<file path="config.mk">
export PLATFORM = sky130hd
export DESIGN_NAME = bsg_activation_pack
export DESIGN_NICKNAME = d
export VERILOG_FILES = /design/src/rtl/bsg_activation_pack.sv
export SDC_FILE = /design/constraint.sdc
export NUM_CORES = 1
export LEC_CHECK = 0
export CAP_MARGIN = 20
export CORE_ASPECT_RATIO = 2
export CORE_MARGIN = 4
export CORE_UTILIZATION = 45
export CTS_CLUSTER_DIAMETER = 50
export DETAILED_ROUTE_END_ITERATION = 8
export PLACE_DENSITY = 0.81
export SLEW_MARGIN = 20
export SYNTH_ARGS = -nofsm -noshare
export SYNTH_HDL_FRONTEND = slang
export SYNTH_SLANG_ARGS = --single-unit
</file>
<file path="constraint.sdc">
create_clock -name clk_i -period 3.3 [get_ports clk_i]
set_input_delay 0.66 -clock clk_i [delete_from_list [all_inputs] [get_ports clk_i]]
set_output_delay 0.66 -clock clk_i [all_outputs]
set_load 0.01 [all_outputs]
</file>
<file path="src/rtl/bsg_activation_pack.sv">
// rtl/bsg_activation_pack.sv - round/saturate activation results and pack them into lane vectors
module bsg_activation_pack #(
    parameter int in_width_p  = 32,
    parameter int in_frac_p   = 16,
    parameter int out_width_p = 8,
    parameter int out_frac_p  = 7,
    parameter int els_p       = 4
) (
    input  logic                             clk_i,
    input  logic                             reset_i,
    input  logic                             v_i,
    input  logic [in_width_p-1:0]            data_i,
    input  logic                             last_i,
    output logic                             ready_o,
    output logic                             v_o,
    output logic [els_p*out_width_p-1:0]     data_o,
    output logic [$clog2(els_p+1)-1:0]       count_o,
    output logic                             sat_o,
    input  logic                             ready_i
);

    localparam int sh_lp    = in_frac_p - out_frac_p;
    localparam int cnt_w_lp = $clog2(els_p + 1);
    localparam int vec_w_lp = els_p * out_width_p;

    // Rounding bias and clamp limits, held at the widened input precision.
    localparam logic signed [in_width_p:0] round_c = (in_width_p+1)'(1) << (sh_lp - 1);
    localparam logic signed [in_width_p:0] max_c   = (in_width_p+1)'((1 << (out_width_p - 1)) - 1);
    localparam logic signed [in_width_p:0] min_c   = (in_width_p+1)'(-(1 << (out_width_p - 1)));

    typedef enum logic {e_FILL, e_FULL} state_e;

    state_e                     state_r;
    logic [vec_w_lp-1:0]        acc_r;
    logic                       acc_sat_r;
    logic [cnt_w_lp-1:0]        idx_r;

    logic                       accept;
    logic                       deq;
    logic                       close;
    logic signed [in_width_p:0] ext;
    logic signed [in_width_p:0] sum;
    logic signed [in_width_p:0] shifted;
    logic [out_width_p-1:0]     lane;
    logic                       lane_sat;
    logic [vec_w_lp-1:0]        acc_n;

    // A held vector blocks input only while the consumer is stalling it.
    assign v_o     = (state_r == e_FULL);
    assign ready_o = (state_r == e_FILL) | ready_i;
    assign accept  = v_i & ready_o;
    assign deq     = v_o & ready_i;
    assign close   = last_i | (idx_r == cnt_w_lp'(els_p - 1));

    // Round half toward +inf with an arithmetic shift, then clamp to the lane range.
    always_comb begin
        ext      = {data_i[in_width_p-1], data_i};
        sum      = ext + round_c;
        shifted  = sum >>> sh_lp;
        lane     = shifted[out_width_p-1:0];
        lane_sat = 1'b0;
        if (shifted > max_c) begin
            lane     = max_c[out_width_p-1:0];
            lane_sat = 1'b1;
        end else if (shifted < min_c) begin
            lane     = min_c[out_width_p-1:0];
            lane_sat = 1'b1;
        end
    end

    // Drop the converted lane into the slot selected by the fill index; unused lanes stay zero.
    always_comb begin
        acc_n = acc_r;
        for (int i = 0; i < els_p; i++) begin
            if (idx_r == cnt_w_lp'(i)) begin
                acc_n[i*out_width_p +: out_width_p] = lane;
            end
        end
    end

    // Fill/emit state machine; the fill buffer is independent of the held output so a
    // dequeue and an accept can happen in the same cycle.
    always_ff @(posedge clk_i) begin
        if (reset_i) begin
            state_r   <= e_FILL;
            acc_r     <= '0;
            acc_sat_r <= 1'b0;
            idx_r     <= '0;
            data_o    <= '0;
            count_o   <= '0;
            sat_o     <= 1'b0;
        end else begin
            if (accept && close) begin
                data_o    <= acc_n;
                count_o   <= idx_r + cnt_w_lp'(1);
                sat_o     <= acc_sat_r | lane_sat;
                acc_r     <= '0;
                acc_sat_r <= 1'b0;
                idx_r     <= '0;
                state_r   <= e_FULL;
            end else begin
                if (accept) begin
                    acc_r     <= acc_n;
                    acc_sat_r <= acc_sat_r | lane_sat;
                    idx_r     <= idx_r + cnt_w_lp'(1);
                end
                if (deq) begin
                    state_r <= e_FILL;
                end
            end
        end
    end

endmodule

</file>
==> results.yml <==
run_status:
  status: "finished clean"
logic_synthesis:
  ys_warn_count: 0
  synth_cell_type_count: 60
  ys_seq_area_share_pct: 39.4
  synthCells: 441
  synth_nets: 484
  dominantRegCellSynth: "dfxtp_1"
  async_reset_ff_share_pct: 0
  syn_area_per_cell_sq_um: 8.40
  ys_seq_elements: 73
  syn-cell-area_sq_um: 3710
  synth_edf_count: 0
setup_path:
  slowest_delay_ps: 570
  critical_path_buf_inv_count: 2
  cp.required_ps: 3470
  crit_start: "data_i[15]"
  cpMaxStageDelayCell: "or4_4"
  crit_path_frequent_cell: "or4_4"
  crit_type: "in2reg"
  cp-start-kind: "input pin"
  crit_chain: "clkdlybuf4s50_1 > nand2_2 > or4_4 > or4_4 > xor2_2 > o2111ai_2 > o22a_4 > buf_4 > o31ai_2 > a221oi_1"
  arrival_ps: 3370
  critPathMaxFanout: 7
  crit_path_end_kind: "flop"
  critPathTopFamily: "simple AND/OR/NAND/NOR gates"
  r2r_start: "idx_r[0]$_SDFFE_PP0P_"
sta:
  timing.hold.ws_ps: 457
  report.final.hold_viol_count: 0
  skew_ps: 7.35
  rsz0062_at_grt: "true"
  setup-tns-final_ps: 0
  slew_headroom_pct: 21.2
  max_freq_mhz: 313
  setup_viol: 0
  worst_slew_pin_slew_ps: 1170
  period_needed_ps: 3190
  drv_slew: 0
  finalCritPeriodShare_pct: 96.8
cts:
  path_clk_slew_ps: 50
  cts_root_buf: "clkbuf_16"
  cts_tree: "done"
  cts_buffer_depth: 2
  clock-sinks: 73
  worstSkewPairLatency_ps: 340
  cts_buffers: 9
  h-tree-depth: 3
detailed_routing:
  ant_nets: 0
  drc_errors: 0
  dr.pass1.iters: 5
  initialDrtViolationCount: 245
  wl_per_cell_um: 19.0
  wirelength_um: 12600
  vias_per_cell: 6.16
  vias: 4074
pwr:
  total_power_mw: 2.20
  internal_power_mw: 1.60
  irDropWorstVdd_mv: 0.326
  clkPwrFrac_pct: 38.3
  p_switching_uw: 604
  swShare_pct: 27.4
  combinationalPowerShare_pct: 18.7
  power.density_nw_per_um2: 417
  leakage_nw: 1.95
  p_seq_share_pct: 43.0
floorplan:
  die_h_um: 136
  num_rows: 46
  start_util_pct: 46.3
  dieArea_sq_um: 9840
  core_sq_um: 8000
  die_x_um: 72.2
  ios: 75
final_layout:
  nets: 605
  diodes: 0
  num-fill-cells: 652
  syn_to_final_growth_pct: 42.5
  drive_gt1_share_pct: 22.8
grt:
  grt_pass1_wl_um: 19800
  overflow: 0
  grt_max_degree: 40
  grt_pass1_vias: 4159
  antenna_found_initial: 0
  grtUsageTotal_pct: 25.9
worst_hold_path:
  min_from: "acc_r[1]$_SDFFE_PP0P_"
  min_path_type: "reg2reg"
placement:
  portBuffers: 66
  dp_hpwl_um: 9400
  place.gp.congestion: 0.966
job:
  maxCapViolCount: 0
## power by group through the flow
stage	combinational (mW)	sequential (mW)	clock, mW
after global placement	0.383	0.962	0
after CTS	0.400	0.945	0.849
after global routing	0.444	0.950	0.874
after floorplan	0.182	0.970	0
after detailed placement	0.391	0.964	0
final	0.412	0.946	0.843
## synth_stat cells, drive strengths merged, types with 3 or more instances
master | number | area, sq um
a32oi | 12 | 105
nor2 | 44 | 168
o31ai | 8 | 60.1
mux2i | 3 | 30.0
o2111ai | 3 | 32.5
inv | 6 | 22.5
a21oi | 39 | 195
o21bai | 6 | 45.0
dfxtp | 73 | 1460
xor2 | 5 | 43.8
and4 | 5 | 43.8
buf | 9 | 61.3
nand2b | 4 | 25.0
nand3 | 18 | 103
a211oi | 13 | 128
a2111oi | 3 | 38.8
nor2b | 3 | 18.8
or2 | 6 | 37.5
xnor2 | 7 | 61.3
a221oi | 6 | 52.6
ha | 6 | 75.1
a311oi | 4 | 35.0
and2 | 11 | 68.8
nand4 | 9 | 56.3
o21ai | 31 | 155
o211ai | 14 | 105
clkbuf | 16 | 61.3
or4 | 4 | 37.5
nand2 | 45 | 174
nor4 | 6 | 37.5
## layer usage
layer  up-vias  GRT usage, %  wire length (um)
met4         0          16.5               648
met5         -             0                 0
met3        42          3.85               590
li1       1901             -                 -
met2       165          49.0              7020
met1      1966          25.1              4300
## layout make-up
cell class,count,area [sq um],area share (%)
Timing Repair Buffer,135,1190,22.6
Inverter,7,26.3,0.497
Tap cell,96,120,2.27
Clock inverter,4,22.5,0.426
Sequential cell,73,1460,27.7
Multi-Input combinational cell,336,2230,42.2
Clock buffer,10,229,4.33
## cells by family (layout without fill, tap and decap cells)
logic type                 after synthesis  count (layout)  synth area share (%)
AOI/OAI and AO/OA                      152             152                  28.6
xor gates and xnor gates                12              12                  2.84
adders and majority gates                6               6                  2.03
buffers and inverters                   32             156                  4.02
DFF                                     73              73                  39.4
muxes                                    3               3                 0.810
and+or+nand+nor                        163             163                  22.2
## worst min-delay path, cell delays in order, from the launching register on
cell	delay [ps]
dfxtp_1	300
nand2_1	50
a21oi_1	50
## placed cells by master, fill, tap and decap left out, types with 5 or more instances in the layout
cell,netlist,final
inv_1,6,6
buf_4,2,68
clkdlybuf4s50_1,0,58
dlymetal6s2s_1,0,6
a21oi_2,0,5
nand3_1,17,16
a32oi_1,12,12
o21bai_1,6,6
clkbuf_16,0,9
dfxtp_1,73,73
o21ai_0,30,30
a211oi_1,7,7
ha_1,6,5
or2_2,6,6
xnor2_1,7,7
a211oi_2,6,6
and2_1,11,11
nor2_1,43,40
nand2_1,43,42
a221oi_1,6,5
nand4_1,9,9
a21oi_1,39,34
o211ai_1,14,14
## sequential cells by signal, summed over array words and instances (netlist names)
| name | cells |
|---|---|
| idx_r | 3 |
| acc_r | 32 |
| sat_o | 1 |
| data_o | 32 |
| acc_sat_r | 1 |
| v_o | 1 |
| count_o | 3 |
## stage by stage
step / util (%) / area [sq um] / setup slack [ps] / instances
final: 66.0 / 5280 / 107 / 661
after global routing: 66.0 / 5280 / -24.2 / 661
after CTS: 64.5 / 5160 / 2.26 / 658
after detailed placement: 60.8 / 4860 / -626 / 644
after global placement: 60.8 / 4860 / -532 / 644
after floorplan: - / 3710 / 123 / 441
## repair_timing
item                                    CTS  global route
pin swaps                                 7             8
buffers inserted                          0             3
hold buffers                              0             0
resized for setup                        16            20
endpoints found under the setup margin   51            51
## final timing paths
path                              to  slack, ps  depth (start not counted)
min reg2reg    acc_r[1]$_SDFFE_PP0P_        460                          2
max reg2reg   acc_r[15]$_SDFFE_PP0P_        810                          6
max          data_o[18]$_SDFFE_PP0P_        110                         10
min            acc_r[1]$_SDFFE_PP0P_        460                          2
Note: power is estimated with default switching activity, not from simulation.
